===== src/rtl/br_alu_mem_pkg.sv =====
// Shared widths and ALU opcode encodings for the br_alu_mem datapath slice.
package br_alu_mem_pkg;

  localparam int DATA_W = 32;
  localparam int ADDR_W = 5;

  typedef enum logic [2:0] {
    OP_DIV = 3'b000,
    OP_OR  = 3'b001,
    OP_XOR = 3'b010,
    OP_AND = 3'b011,
    OP_MUL = 3'b100,
    OP_NOR = 3'b101,
    OP_SUB = 3'b110,
    OP_ADD = 3'b111
  } alu_op_e;

endpackage


===== src/rtl/br_alu_mem_alu.sv =====
// Combinational ALU with zero flag. Multiply/divide exist only when
// BR_ALU_MEM_MULDIV_EN is defined; otherwise those opcodes yield zero.
module br_alu
  import br_alu_mem_pkg::*;
#(
  parameter int W = DATA_W
) (
  input  logic [W-1:0] i_a,
  input  logic [W-1:0] i_b,
  input  logic [2:0]   i_sel,
  output logic [W-1:0] o_y,
  output logic         o_zf
);

  always_comb begin
    o_y = '0;
    case (alu_op_e'(i_sel))
      OP_ADD: o_y = i_a + i_b;
      OP_SUB: o_y = i_a - i_b;
`ifdef BR_ALU_MEM_MULDIV_EN
      OP_MUL: o_y = i_a * i_b;
      // Divide by zero saturates to all ones rather than being undefined.
      OP_DIV: o_y = (i_b == '0) ? '1 : (i_a / i_b);
`else
      OP_MUL: o_y = '0;
      OP_DIV: o_y = '0;
`endif
      OP_AND: o_y = i_a & i_b;
      OP_OR:  o_y = i_a | i_b;
      OP_XOR: o_y = i_a ^ i_b;
      OP_NOR: o_y = ~(i_a | i_b);
      default: o_y = '0;
    endcase
  end

  assign o_zf = (o_y == '0);

endmodule


===== src/rtl/br_alu_mem.sv =====
// Execute/memory slice: register bank -> ALU -> data memory, all reads
// combinational. Optional mul/div via BR_ALU_MEM_MULDIV_EN.
module br_alu_mem
#(
  parameter int DATA_W = br_alu_mem_pkg::DATA_W,
  parameter int ADDR_W = br_alu_mem_pkg::ADDR_W
) (
  input  logic              clk,
  input  logic              rst_n,
  input  logic              Ewr,
  input  logic [ADDR_W-1:0] Dir,
  input  logic [2:0]        Sel,
  input  logic [ADDR_W-1:0] RA1,
  input  logic [ADDR_W-1:0] RA2,
  input  logic [DATA_W-1:0] Di,
  input  logic [ADDR_W-1:0] Dirr,
  input  logic              RegWrite,
  output logic              ZF,
  output logic [DATA_W-1:0] Dout
);

  localparam int DEPTH = 2 ** ADDR_W;

  logic [DATA_W-1:0] w_regs [DEPTH];
  logic [DATA_W-1:0] w_mem  [DEPTH];
  logic [DATA_W-1:0] w_a;
  logic [DATA_W-1:0] w_b;
  logic [DATA_W-1:0] w_y;

  // Both arrays need a full async clear, so they are built from flops
  // per entry rather than inferred RAM.
  generate
    for (genvar gi = 0; gi < DEPTH; gi++) begin : g_entry
      logic [DATA_W-1:0] r_reg_word;
      logic [DATA_W-1:0] r_mem_word;

      always_ff @(posedge clk or negedge rst_n) begin
        if (!rst_n) begin
          r_reg_word <= '0;
        end else if (RegWrite && (Dirr == ADDR_W'(gi))) begin
          r_reg_word <= Di;
        end
      end

      always_ff @(posedge clk or negedge rst_n) begin
        if (!rst_n) begin
          r_mem_word <= '0;
        end else if (Ewr && (Dir == ADDR_W'(gi))) begin
          r_mem_word <= w_y;
        end
      end

      assign w_regs[gi] = r_reg_word;
      assign w_mem[gi]  = r_mem_word;
    end
  endgenerate

  assign w_a  = w_regs[RA1];
  assign w_b  = w_regs[RA2];
  assign Dout = w_mem[Dir];

  br_alu #(
    .W(DATA_W)
  ) u_alu (
    .i_a  (w_a),
    .i_b  (w_b),
    .i_sel(Sel),
    .o_y  (w_y),
    .o_zf (ZF)
  );

endmodule


===== config.mk =====
export PLATFORM = sky130hd
export DESIGN_NAME = br_alu_mem
export DESIGN_NICKNAME = d
export VERILOG_FILES = /design/src/rtl/br_alu_mem_pkg.sv /design/src/rtl/br_alu_mem_alu.sv /design/src/rtl/br_alu_mem.sv
export SDC_FILE = /design/constraint.sdc
export NUM_CORES = 2
export LEC_CHECK = 0
export BUFFER_PORTS_ARGS = -buffer_cell sky130_fd_sc_hd__buf_4
export CAP_MARGIN = 10
export CORE_MARGIN = 2
export CORE_UTILIZATION = 40
export DETAILED_ROUTE_END_ITERATION = 12
export GPL_TIMING_DRIVEN = 0
export HOLD_SLACK_MARGIN = 0.06
export PLACE_DENSITY_LB_ADDON = 0.3
export SYNTH_ARGS = -nofsm -noshare
export SYNTH_HDL_FRONTEND = slang
export SYNTH_HIERARCHICAL = 1
export SYNTH_SLANG_ARGS = --single-unit

===== constraint.sdc =====
create_clock -name clk -period 14.85 [get_ports clk]
set_input_delay 0.7425 -clock clk [delete_from_list [all_inputs] [get_ports clk]]
set_output_delay 0.7425 -clock clk [all_outputs]
set_load 0.01 [all_outputs]

==> run metrics <==
status finished with violations; failing checks design-rule violations; Detail Placement HPWL 267000 µm; warnings from Yosys 6; initial core utilization 40.2%; H-tree lvl count 4; post-synthesis sequential area ratio 48.1%; port bufs 81; WP data required 14110 ps; #FFs+latches synth 2048; vias per cell 6.01; Yosys top cell area share 48.1%; area growth from synthesis to layout 12.3%; Design Area, Final 120000 µm²; asr flop ratio synth 100%; top-count cell post-synth dfrtp_1; layout cell share with drive strength beyond 1 40.1%; CTS buffer count 229; die area 270000 µm²; period utilisation layout 73.0%; Rel. slew slack 5.92%; crit path buf inv count 5; reg2reg path depth 24; mapped cell area 107000 µm²; crit path capture ZF; Post-synth EDFFs 0; syn_nets 7911; routed vias 71.0k; stages on the worst setup path 26; minimum clock period 10840 ps; DRT iter0 DRCs 6502; top cell type by total area after synthesis dfrtp_1; vias in the first global route 73.7k; clock sinks 2048; crit path from RA2[2]; FMAX 92.2 MHz; critical path's largest stage delay 930 ps; Max Root-Sink Buffers 4; Clock Pin Slew Worst Setup and Hold Paths 60 ps; crit end category output pin; CP max-delay cell clkbuf_1; critical path fanouts, max 10; Synth area leaders dfrtp_1 (48%), mux2_2 (22%), mux4_2 (9.3%); Setup Viol. Count Final 0; clock root cell clkbuf_16; largest net degree at the start of global routing 187; drt total wl 356000 µm; Die X 520 µm; DRT Pass-1 Iters 12; WL/cell 30.1 µm; Total Nets Final 8253; routability cong. 0.959; Max Slew Vio Count 0; Commonest cells post-synth dfrtp_1 (2048), mux2_2 (2036), mux2i_1 (804); grt total ovfl 0; most used cell, CP clkbuf_1; Crit Path Class input port to output pin; reg-to-reg slack, setup 6760 ps; total track usage 25.9%; Main synth FF type dfrtp_1; worst-margin pin slew 1410 ps; later-pin clock latency in the skew report 900 ps; core area 265000 µm²; LEAKAGE 54.4 nW; delay-heaviest family, CP simple AND/OR/NAND/NOR gates; Worst Setup Start Kind input port; initial antenna violation count 15; CTS resizes 0; worst r2r dst g_entry[7].r_mem_word[25]$_DFFE_PN0P_; cell area after placement 112000 µm²; # DRC 12; Max Cap Viol 0; Routed Antenna Nets 0; Die Ht 520 µm; library cells used by synthesis 88; Hold Vio Cnt, Final 0; R2R Path Start g_entry[10].r_reg_word[5]$_DFFE_PN0P_; wire length of the first global-routing pass 518000 µm; RSZ-0062 raised after global routing false; setup TNS 0 ps; row count 189; Synth Instances 7755; Min-Delay Path Class input port to register; mean area per synthesized cell 13.7 µm²; I/O pins 92; arrival time at the worst endpoint 10100 ps; Power Density 145 nW/µm²; CTS tree built; final worst clock skew 58.1 ps; largest vdd supply drop 0.000104 V
## how the worst min path moves through the flow
stage | from | end | cells after the start
after floorplan | rst_n | g_entry[0].r_mem_word[0]$_DFFE_PN0P_ | 0
after global placement | g_entry[20].r_mem_word[7]$_DFFE_PN0P_ | g_entry[20].r_mem_word[7]$_DFFE_PN0P_ | 1
after detailed placement | g_entry[11].r_mem_word[18]$_DFFE_PN0P_ | g_entry[11].r_mem_word[18]$_DFFE_PN0P_ | 1
after CTS | Di[3] | g_entry[26].r_reg_word[3]$_DFFE_PN0P_ | 2
after global routing | Di[3] | g_entry[26].r_reg_word[3]$_DFFE_PN0P_ | 2
final | Di[5] | g_entry[28].r_reg_word[5]$_DFFE_PN0P_ | 2
## cell usage in the layout, fill, tap and decap left out, types with 37 or more instances in the layout
master and n:
o221ai_1 95, o21ai_0 80, mux2_1 40, dfrtp_1 2048, a22o_1 129, inv_1 81, ha_1 96, buf_1 56
nand2_1 243, clkbuf_1 399, clkbuf_8 64, nor2_1 102, clkinv_2 37, o22ai_1 47, a211oi_1 46, buf_2 287
mux2i_1 804, mux4_2 438, xnor2_1 43, nor3_1 82, a31oi_1 74, buf_4 132, clkbuf_16 232, a22oi_1 83
mux2_2 2036, a21oi_1 165
## registers in the layout, indices dropped and copies added (netlist names)
signal	count
g_entry.r_reg_word	1024
g_entry.r_mem_word	1024
## routing by layer
metal / part of all wire, % / GRT usage [%] / wire [µm]
met4: 4.9 / 11.3 / 17400
met2: 47 / 41.3 / 165000
met5: 0.012 / 0 / 43
met1: 42 / 34.8 / 150000
met3: 6.4 / 4.33 / 22700
## kinds of logic (layout without fill, tap and decap cells)
family	after synthesis	after routing	synth area share [%]
muxes	3318	3318	38.8
DFF	2048	2048	48.1
AOI/OAI and AO/OA	840	840	5.54
buffers and inverters	830	1344	3.47
and+or+nand+nor	575	575	2.58
adders and majority gates	97	97	1.15
xor gates and xnor gates	47	47	0.394
other	0	7	0
## timing repair
action	in CTS	in global routing
hold endpoints to repair	77	0
buffers inserted	0	0
hold buffers	2	0
## where the power goes
group | switching (mW) | total (mW) | internal [mW] | leakage, nW
clock network | 2.38 | 5.76 | 3.38 | 3.73
registers | 0.757 | 7.57 | 6.81 | 26.6
logic | 2.08 | 4.09 | 2.00 | 24.0
## metrics by stage
stage | cells | total power [mW] | hold WS (ps) | setup slack, ps | util [%]
2_1_floorplan | 7755 | 10.2 | 447 | 7710 | -
3_3_place_gp | 11400 | 11.4 | 462 | -12670 | 42.1
3_5_place_dp | 11400 | 11.7 | 473 | 4020 | 42.3
4_1_cts | 11800 | 17.4 | 73.5 | 3970 | 45.1
5_1_grt | 11800 | 18.1 | 101 | 3380 | 45.1
6_report | 11800 | 17.4 | 127 | 4010 | 45.1
## cell type report
type,count,area [µm²]
antenna,7,17.5
buffer,747,3380
clock buffer,343,6840
clock inverter,60,682
fill,23700,145000
inverter,83,312
multi-input combinational,4877,51600
sequential,2048,51200
tap,3533,4420
timing repair buffer,111,1150
(Power assumes the default switching activity.)
